## config.mk

```make
export PLATFORM = sky130hd
export DESIGN_NAME = icdf_req_arbiter
export DESIGN_NICKNAME = d
export VERILOG_FILES = /design/src/rtl/icdf_req_arbiter.sv
export SDC_FILE = /design/constraint.sdc
export NUM_CORES = 1
export LEC_CHECK = 0
export BUFFER_PORTS_ARGS = -buffer_cell sky130_fd_sc_hd__buf_2
export CAP_MARGIN = 20
export CORE_MARGIN = 2
export CORE_UTILIZATION = 51
export DETAILED_ROUTE_END_ITERATION = 8
export PLACE_DENSITY = 0.73
export SETUP_SLACK_MARGIN = 0.15
export SLEW_MARGIN = 0
export SYNTH_ARGS = -nofsm -noshare
export SYNTH_HDL_FRONTEND = slang
export SYNTH_SLANG_ARGS = --single-unit
```

## constraint.sdc

```tcl
create_clock -name clk -period 3.5 [get_ports clk]
set_input_delay 0.7 -clock clk [delete_from_list [all_inputs] [get_ports clk]]
set_output_delay 0.7 -clock clk [all_outputs]
set_load 0.005 [all_outputs]
```

## src/rtl/icdf_req_arbiter.sv

```systemverilog
// icdf_req_arbiter: round-robin, credit-limited sharing of one fixed-latency inverse-CDF datapath.
// Optional feature: define ICDF_RANGE_CLAMP_EN to clamp issued samples to [0x0000_0001, 0x0000_FFFF].
module icdf_req_arbiter #(
    parameter int NREQ  = 4,
    parameter int WIDTH = 32,
    parameter int LAT   = 4,
    parameter int DEPTH = 8,
    parameter int TW    = $clog2(NREQ)
) (
    input  logic                  clk,
    input  logic                  rst_n,
    input  logic [NREQ-1:0]       req_valid,
    input  logic [NREQ*WIDTH-1:0] req_u,
    output logic [NREQ-1:0]       req_ready,
    output logic                  dp_valid_in,
    output logic [WIDTH-1:0]      dp_u,
    input  logic                  dp_valid_out,
    input  logic [WIDTH-1:0]      dp_z,
    output logic                  res_valid,
    output logic [WIDTH-1:0]      res_data,
    output logic [TW-1:0]         res_tag,
    input  logic                  res_ready,
    output logic                  err
);
    localparam int AW = $clog2(DEPTH);
    localparam int CW = $clog2(DEPTH + 1);

    logic [TW-1:0]    ptr_q, ptr_d;
    logic [CW-1:0]    out_q, out_d;
    logic             credit_ok;
    logic [NREQ-1:0]  grant;
    logic [TW-1:0]    gnt_idx;
    logic [TW-1:0]    scan_idx;
    logic             gnt_any;
    logic [WIDTH-1:0] u_arr [NREQ];
    logic [WIDTH-1:0] u_sel, u_iss;

    logic             iss_v_q;
    logic [WIDTH-1:0] iss_u_q;
    logic [TW-1:0]    iss_tag_q;
    logic [LAT-1:0]   tv_q;
    logic [TW-1:0]    tt_q [LAT];

    logic [WIDTH-1:0] mem_data [DEPTH];
    logic [TW-1:0]    mem_tag  [DEPTH];
    logic [AW-1:0]    wp_q, rp_q;
    logic [CW-1:0]    cnt_q;
    logic             push, pop, mismatch, err_q;

    for (genvar i = 0; i < NREQ; i++) begin : g_lane
        assign u_arr[i] = req_u[i*WIDTH +: WIDTH];
    end

    assign credit_ok = (out_q != CW'(DEPTH));

    always_comb begin
        grant    = '0;
        gnt_idx  = '0;
        gnt_any  = 1'b0;
        scan_idx = '0;
        ptr_d    = ptr_q;
        for (int unsigned k = 0; k < NREQ; k++) begin
            scan_idx = TW'((32'(ptr_q) + k) % NREQ);
            if (!gnt_any && req_valid[scan_idx] && credit_ok) begin
                gnt_any         = 1'b1;
                gnt_idx         = scan_idx;
                grant[scan_idx] = 1'b1;
                ptr_d           = TW'((32'(scan_idx) + 1) % NREQ);
            end
        end
    end

    // Gate with rst_n so the combinational grant reads 0 while reset is held.
    assign req_ready = grant & {NREQ{rst_n}};
    assign u_sel     = u_arr[gnt_idx];

`ifdef ICDF_RANGE_CLAMP_EN
    always_comb begin
        u_iss = u_sel;
        if (u_sel < WIDTH'(32'h0000_0001))
            u_iss = WIDTH'(32'h0000_0001);
        else if (u_sel > WIDTH'(32'h0000_FFFF))
            u_iss = WIDTH'(32'h0000_FFFF);
    end
`else
    assign u_iss = u_sel;
`endif

    always_ff @(posedge clk or negedge rst_n) begin
        if (!rst_n) begin
            ptr_q     <= '0;
            iss_v_q   <= 1'b0;
            iss_u_q   <= '0;
            iss_tag_q <= '0;
        end else begin
            ptr_q   <= ptr_d;
            iss_v_q <= gnt_any;
            if (gnt_any) begin
                iss_u_q   <= u_iss;
                iss_tag_q <= gnt_idx;
            end
        end
    end

    assign dp_valid_in = iss_v_q;
    assign dp_u        = iss_u_q;

    always_ff @(posedge clk or negedge rst_n) begin
        if (!rst_n) begin
            tv_q <= '0;
            for (int unsigned k = 0; k < LAT; k++) tt_q[k] <= '0;
        end else begin
            tv_q[0] <= iss_v_q;
            tt_q[0] <= iss_tag_q;
            for (int unsigned k = 1; k < LAT; k++) begin
                tv_q[k] <= tv_q[k-1];
                tt_q[k] <= tt_q[k-1];
            end
        end
    end

    // Untagged results are dropped; a missing result simply leaks its credit.
    assign push     = dp_valid_out & tv_q[LAT-1];
    assign mismatch = dp_valid_out ^ tv_q[LAT-1];
    assign pop      = res_valid & res_ready;

    always_ff @(posedge clk) begin
        if (push) begin
            mem_data[wp_q] <= dp_z;
            mem_tag[wp_q]  <= tt_q[LAT-1];
        end
    end

    always_comb begin
        out_d = out_q;
        case ({gnt_any, pop})
            2'b10:   out_d = out_q + CW'(1);
            2'b01:   out_d = out_q - CW'(1);
            default: out_d = out_q;
        endcase
    end

    always_ff @(posedge clk or negedge rst_n) begin
        if (!rst_n) begin
            wp_q  <= '0;
            rp_q  <= '0;
            cnt_q <= '0;
            out_q <= '0;
            err_q <= 1'b0;
        end else begin
            out_q <= out_d;
            err_q <= err_q | mismatch;
            if (push) wp_q <= wp_q + AW'(1);
            if (pop)  rp_q <= rp_q + AW'(1);
            case ({push, pop})
                2'b10:   cnt_q <= cnt_q + CW'(1);
                2'b01:   cnt_q <= cnt_q - CW'(1);
                default: cnt_q <= cnt_q;
            endcase
        end
    end

    assign res_valid = (cnt_q != '0);
    assign res_data  = res_valid ? mem_data[rp_q] : '0;
    assign res_tag   = res_valid ? mem_tag[rp_q]  : '0;
    assign err       = err_q;

endmodule

```

== After elaboration in Yosys (flattened, before gate mapping) ==
Memories as Yosys holds them, arrays and structs flattened.
Index checks and enable logic that the tools add are counted.
Widths: inputs -> output; s select.

* Memory bits (writable): 272
* Register bits after elaboration: 64
* Output and inout bits: 73
* Memories kept: 2

{| class="wikitable"
|+ Memory list
! name !! words !! bits a word !! read ports !! clocked after memory_dff !! write ports !! RTL line !! RTL
|-
| mem_data || 8 || 32 || 1 || 0 || 1 || 44 || <nowiki>logic [WIDTH-1:0] mem_data [DEPTH];</nowiki>
|-
| mem_tag || 8 || 2 || 1 || 0 || 1 || 45 || <nowiki>logic [TW-1:0] mem_tag [DEPTH];</nowiki>
|}

* Equal/unequal tests: 5
* Bitwise logic cells: 9
* $lt $le $gt $ge: 9
* Reduce and logical (&&, ||, !) cells: 18
* Add/sub/neg operators: 12
* Multiplexer cells: 41

{| class="wikitable"
|+ Operator list
! kind !! count
|-
| $mux 32 || 3
|-
| $bmux 32 s2 || 1
|-
| $mux 2 || 9
|-
| $mux 4 || 4
|-
| $pmux 4 s2 || 2
|-
| $mux 1 || 14
|-
| $lt 2x3->1 const B || 4
|-
| $or 4x4->4 || 3
|-
| $logic_and 1x1->1 || 11
|-
| $add 2x1->2 const B || 4
|-
| $add 4x1->4 const B || 2
|-
| $bmux 1 s2 || 4
|-
| $demux 1 s2 || 4
|-
| $ge 2x1->1 const B || 4
|-
| $reduce_bool 4->1 || 2
|-
| $sub 4x1->4 const B || 2
|-
| $add 3x1->3 const B || 2
|-
| $add 2x2->2 const B || 2
|-
| $and 4x4->4 || 1
|-
| $eq 2x1->1 const B || 2
|-
| $eq 2x2->1 const B || 2
|-
| $ne 4x4->1 const B || 1
|-
| $reduce_bool 2->1 || 2
|-
| $ge 3x3->1 const B || 1
|-
| other kinds (5) || 8
|}

== Depth between registers and ports, before layout ==
Gate-level depths: netlist of run 1.

* Word-level depth: 20
* Mapped depth: 12

== Least setup slack after synthesis of run 1 ==
Ideal clock, no wire load.

* Kind: input -> register
* From: in dp_valid_out
* To: mem mem_data[1][0], enable pin
* Buffers on the path: 0
* Library setup time: 467 ps
* Arrival: 3411 ps
* Stages on the path: 3
* Setup slack: -378 ps
* Cells stage by stage: ha_1 nand2_1 nor3_1

* Word-level cells in the longest chain between the ends: 3

{| class="wikitable"
|+ Ends and longest elaborated chain
! item !! RTL line !! RTL
|-
| start, declared || 17 || <nowiki>input logic dp_valid_out,</nowiki>
|-
| $and 1x1->1 || 123 || <nowiki>assign push = dp_valid_out & tv_q[LAT-1];</nowiki>
|-
| $mux 1 || 128 || <nowiki>if (push) begin</nowiki>
|-
| $mux 1 (not written as such) || 129 || <nowiki>mem_data[wp_q] <= dp_z;</nowiki>
|-
| end, declared || 44 ||
|}

Every way passes these cells.

== Worst setup path after layout of run 1 ==
* From: reg ptr_q[0]
* To: out req_ready[0]

* Word-level cells in the longest chain between the ends: 17
* Elaborated cells on any way between the ends: 52

{| class="wikitable"
|+ Ends and longest elaborated chain
! item !! RTL line !! RTL
|-
| start, declared || 28 || <nowiki>logic [TW-1:0] ptr_q, ptr_d;</nowiki>
|-
| start signal, assigned || 96 || <nowiki>ptr_q <= ptr_d;</nowiki>
|-
| branches (longest 15 deep; another with $lt 2x3->1) || n/a ||
|-
| $mux 4 * || 64 || <nowiki>if (!gnt_any && req_valid[scan_idx] && credit_ok) begin</nowiki>
|-
| $and 4x4->4 * || 74 || <nowiki>assign req_ready = grant & {NREQ{rst_n}};</nowiki>
|-
| end, declared || 14 || <nowiki>output logic [NREQ-1:0] req_ready,</nowiki>
|}

Every way passes the cells marked *. The select of a mux whose other input is x is not followed.

==> impl_metrics.yaml, run 1 <==
global_routing:
  grt-ovfl-total: 0
  grt.total_usage_pct: 23.1
  grt_pass1_vias: 9274
  grt_max_degree: 44
  grt_pass1_wl_mm: 53.4
  grt_antenna_before_repair: 3
finish:
  area.sequential_um2: 9780
  fin_nets: 1319
  nFillCells: 2061
  areaGrowthSynthToFinish_pct: 21.5
  design_area_um2: 17700
  multi_input_area_um2: 4610
  drive_gt1_share_pct: 37.8
  fin_cells: 1536
synthesis:
  synthFlopType: "edfxtp_1"
  post_synth_most_frequent_cells: "edfxtp_1, mux4_2, dfrtp_1"
  avgSynthCellArea_um2: 16.7
  synth_top_area_share_pct: 56.1
  synth_seq_cells: 336
  yosysWarningCount: 0
  async_reset_ff_share_pct: 19.0
  synth-seq-area-share_pct: 67.1
  syn_inst: 873
  synth-edff-count: 272
  ys_top_cells_by_area: "edfxtp_1, dfrtp_1, mux4_2"
  syn-num-nets: 1059
  syn_area_um2: 14600
  synth_area_leader_cell: "edfxtp_1"
  synth_cell_type_count: 58
  post-synth-top-count-cell: "edfxtp_1"
clock_tree:
  cts_buffers: 35
  cts_tree: "yes"
  cts_num_sinks: 336
  root_buffer: "clkbuf_16"
  htreeDepth: 2
  clockBufferDepth: 3
  clk_pin_slew_ns: 0.06
  clock_latency_ns: 0.51
setup_path:
  end_kind: "primary output"
  crit_cells: 10
  cp_top_family: "multiplexers"
  cp.buffers_inverters: 3
  slowest_stage: "dfrtp_2"
  crit_fanout: 7
  crit_path_start_kind: "flip-flop"
  rrSetupSlack_ns: 0.61
  path_cells: "inv_2 > ha_4 > buf_4 > mux2i_2 > mux2_4 > nor2_4 > a221o_1 > o21ai_0 > a21boi_2 > buf_2"
  critical-path-max-stage-delay_ns: 0.44
  critical_path_class: "reg2out"
  critPathArrivalTime_ns: 2.57
  r2r_cells: 9
  required_ns: 2.80
die:
  core_um2: 27900
  rows: 61
  fp.dieH_um: 173
  fp.dieArea_um2: 29900
  io_pins: 241
  start_util_pct: 52.1
  die_w_um: 173
drt:
  vias: 8962
  dr.pass1.iters: 5
  via_per_inst: 5.83
  ant_nets: 0
  route.detailed.drc: 0
  wire_per_inst_um: 22.4
  drtIter0Drc: 714
  routed_wl_mm: 34.4
timing:
  max_freq_ghz: 0.306
  maxSlewViolCount: 0
  rsz0062_at_grt: "true"
  max_slew_margin_pct: 31.2
  setup_viol: 0
  fin_skew_ns: 0.0200
  fin_setup_tns_ns: 0
  timing.hold.ws_ns: 0.245
  period_minus_slack_ns: 3.27
  hold_viol: 0
  fin_crit_sh_pct: 93.4
  tightest_slew_ns: 1.03
power_and_ir_drop:
  p_total_mw: 16.0
  p_leak_nw: 6.68
  irDropWorstVdd_v: 0.000646
  power_density_nw_per_um2: 906
place:
  placed_cells: 1469
  gp_congestion: 0.874
  hpwl_mm: 22.7
  post_dp_cell_area_um2: 16500
  port_buffers: 240
run_status:
  outcome: "finished clean"
flow_run:
  drv_cap: 0
hold_path:
  hold_path.class: "in2async"
[routing by layer]
layer	vias up	global-route usage [%]	share of wire [%]
met5	-	0	0.038
met4	2	9.07	3.7
met3	84	4.66	6.9
met2	399	38.8	50
met1	4461	29.6	39
li1	4016	-	-
[kinds of logic (layout without fill, tap and decap cells)]
logic type,Yosys count,count (layout),share of synthesized area (%)
flops,336,336,67.1
simple gates,140,140,4.72
xor+xnor,13,13,0.782
mux,148,148,16.5
other cells,0,1,0
compound gates,148,148,7.16
fa+ha+maj,18,18,1.60
buf+inv,70,354,2.21
[through the flow]
step	setup slack, ns	utilization (%)
floorplan	0.315	-
global placement	0.300	59.0
detailed placement	0.304	59.0
CTS	0.164	63.0
global route	0.142	63.3
finish	0.230	63.3
[cells in the final DEF, fill, tap and decap left out, types with 4 or more instances in the layout]
master     instances
ha_1              16
a221o_1           31
clkbuf_16         36
clkbuf_1           6
o21ai_0           32
a31oi_1            6
a21o_1             5
nand2_1           17
mux4_2            70
clkinv_1           8
and3_1             5
xor2_1             8
nand3_1           29
and2_1             4
xnor2_1            5
nor2_4             7
nor3_1             8
a211o_1            6
nand2b_1           4
mux2i_1           46
nor2_1            47
edfxtp_1         272
o21ai_1            5
a21oi_1           41
buf_2            240
nand3b_1           4
inv_1              7
buf_12            12
mux2_1            27
dfrtp_1           60
buf_4             29
[registers in the layout, indices dropped and copies added, names as in the netlist, 2 cells and up]
signal and count:
cnt_q 4, dp_u 32, iss_tag_q 2, mem_data 256, mem_tag 16, out_q 4, ptr_q 2, rp_q 3
tt_q 8, tv_q 4, wp_q 3
[layout make-up]
| class | count | area share, % |
|---|---|---|
| Clock inverter | 20 | 1.04 |
| Tap cell | 378 | 2.67 |
| Sequential cell | 336 | 55.3 |
| Antenna cell | 1 | 0.0141 |
| Multi-Input combinational cell | 467 | 26.1 |
| Inverter | 10 | 0.212 |
| Timing Repair Buffer | 283 | 9.67 |
| Clock buffer | 41 | 5.08 |
[power by group]
group,switching (mW),internal [mW]
registers,0.530,5.23
clock network,1.45,2.06
logic,3.54,3.23
total,5.52,10.5
[repair_timing]
item / CTS / global route
pin swaps: 0 / 3
hold buffers: 0 / 0
setup buffers: 2 / 2
setup endpoints to repair: 4 / 21
gates cloned: 0 / 1
gates resized for setup: 6 / 9
[final timing paths]
kind	start	end
worst max-delay path	ptr_q[0]	req_ready[0]
worst min-delay path	rst_n	wp_q[0]
worst max register to register	ptr_q[0]	dp_u[21]
worst min register to register	tt_q[2]	tt_q[0]
max in group asynchronous	rst_n	tt_q[3]
min in group clk	tt_q[2]	tt_q[0]
No activity file was read; power rests on OpenSTA's default activity.
==> inputs of run 2 (changes only) <==
--- a/config.mk
+++ b/config.mk
@@ -7,11 +7,10 @@
 export LEC_CHECK = 0
 export BUFFER_PORTS_ARGS = -buffer_cell sky130_fd_sc_hd__buf_2
 export CAP_MARGIN = 20
-export CORE_MARGIN = 2
 export CORE_UTILIZATION = 51
 export DETAILED_ROUTE_END_ITERATION = 8
 export PLACE_DENSITY = 0.73
-export SETUP_SLACK_MARGIN = 0.15
+export SETUP_SLACK_MARGIN = 0.4
 export SLEW_MARGIN = 0
 export SYNTH_ARGS = -nofsm -noshare
 export SYNTH_HDL_FRONTEND = slang
==> run 2 against run 1 <==
  * Clock skew fell by 0.0083 ns
  * Flip-flop and latch count did not move
  * Routed wire length down 0.53%
  * Die area down 2.3%
  * Sequential share of layout area about the same
  * Critical path type unchanged
  * Critical endpoint is now req_ready[2]
  * Largest cell class unchanged
==> impl_metrics.yaml, run 2 (same netlist as run 1, synthesis figures left out) <==
power_and_ir_drop:
  irDropWorstVdd_v: 0.000679
  p_leak_nw: 6.69
  p_total_mw: 16.1
  power_density_nw_per_um2: 912
clock_tree:
  ctsHoldBuffers: 0
  clock_latency_ns: 0.51
  cts_num_sinks: 336
  cts_buffers: 34
  cts_tree: "yes"
  htreeDepth: 2
  clk_pin_slew_ns: 0.06
  root_buffer: "clkbuf_16"
  clockBufferDepth: 3
die:
  core_um2: 27900
  fp.dieH_um: 171
  die_w_um: 171
  io_pins: 241
  rows: 61
  start_util_pct: 52.1
  fp.dieArea_um2: 29200
setup_path:
  critPathArrivalTime_ns: 2.56
  r2r_cells: 11
  crit_fanout: 4
  required_ns: 2.80
  end_kind: "primary output"
  crit_path_start_kind: "flip-flop"
  critical_path_class: "reg2out"
timing:
  timing.hold.ws_ns: 0.0990
  fin_crit_sh_pct: 93.2
  setup_viol: 0
  max_slew_margin_pct: 59.4
  fin_setup_tns_ns: 0
  tightest_slew_ns: 0.609
  fin_skew_ns: 0.0117
  max_freq_ghz: 0.307
  hold_viol: 0
  rsz0062_at_grt: "true"
  period_minus_slack_ns: 3.26
  maxSlewViolCount: 0
finish:
  largest-register: "mem_data"
  drive_gt1_share_pct: 38.2
  fin_nets: 1323
  final_cell_mix: "edfxtp_1, buf_2, mux4_2"
  areaGrowthSynthToFinish_pct: 21.4
  nFillCells: 2020
  fin_util_pct: 63.3
  largest_register_ffs: 256
  final_common_cell: "edfxtp_1"
drt:
  routed_wl_mm: 34.2
  via_per_inst: 5.83
  vias: 9003
  ant_nets: 0
  route.detailed.drc: 0
  dr.pass1.iters: 5
  drtIter0Drc: 614
  wire_per_inst_um: 22.2
global_routing:
  grt-ovfl-total: 0
  grt_pass1_vias: 9174
  grt_antenna_before_repair: 2
  grt.total_usage_pct: 23.7
  grt_pass1_wl_mm: 51.7
  grt_max_degree: 47
flow_run:
  drv_cap: 0
run_status:
  outcome: "finished clean"
hold_path:
  hold_path.class: "in2async"
place:
  gp_congestion: 0.916
  port_buffers: 240
  hpwl_mm: 20.9
==> run 2: critical path: stages (launching register included) <==
cell       delay [ns]
dfrtp_1          0.37
buf_6            0.12
buf_12           0.10
mux4_2           0.53
a2111oi_4        0.21
buf_4            0.18
a221o_1          0.14
o21ai_0          0.09
a21boi_1         0.18
buf_2            0.14
==> run 2: what timing repair did <==
item / CTS / global route
setup endpoints to repair: 30 / 4
pin swaps: 9 / 7
gates resized for setup: 16 / 8
gates cloned: 1 / 0
buffers inserted: 13 / 1
==> run 2: worst paths after layout <==
kind,from,slack [ns],end
max in group asynchronous,rst_n,2.53,dp_u[7]
setup reg to reg,ptr_q[0],0.74,dp_u[24]
hold reg to reg,tv_q[1],0.35,tv_q[2]
setup / recovery,ptr_q[0],0.24,req_ready[2]
min in group clk,tv_q[1],0.35,tv_q[2]
hold / removal,rst_n,0.1,dp_u[17]
==> run 2: stage by stage <==
stage / cell area [µm²] / setup WS (ns) / cells
2_1_floorplan: 14600 / 0.408 / 873
3_3_place_gp: 16400 / 0.256 / 1464
3_5_place_dp: 16400 / 0.300 / 1464
4_1_cts: 17600 / 0.232 / 1540
5_1_grt: 17700 / 0.169 / 1542
6_report: 17700 / 0.239 / 1543
==> run 2: metal layers <==
layer  global-route usage [%]  up-vias  wire (µm)
met3                     4.79       70       2410
met4                     9.47        2       1130
li1                         -     4011          -
met2                     39.8      413      17000
met1                     30.4     4507      13600
met5                        0        -         12
==> run 2: layout make-up <==
cell class	instances	area [µm²]	share of cell area [%]
diodes	2	5.00	0.0283
clock buffers	45	902	5.10
clock inverters	17	154	0.870
inverters	10	40.0	0.226
multi-input cells	467	4650	26.3
flip-flops and latches	336	9780	55.3
well taps	378	473	2.67
repair buffers	288	1680	9.50
==> run 2: power by group <==
part / total [mW] / internal [mW] / switching, mW
clock network: 3.42 / 1.98 / 1.44
logic: 7.05 / 3.33 / 3.72
registers: 5.67 / 5.24 / 0.428
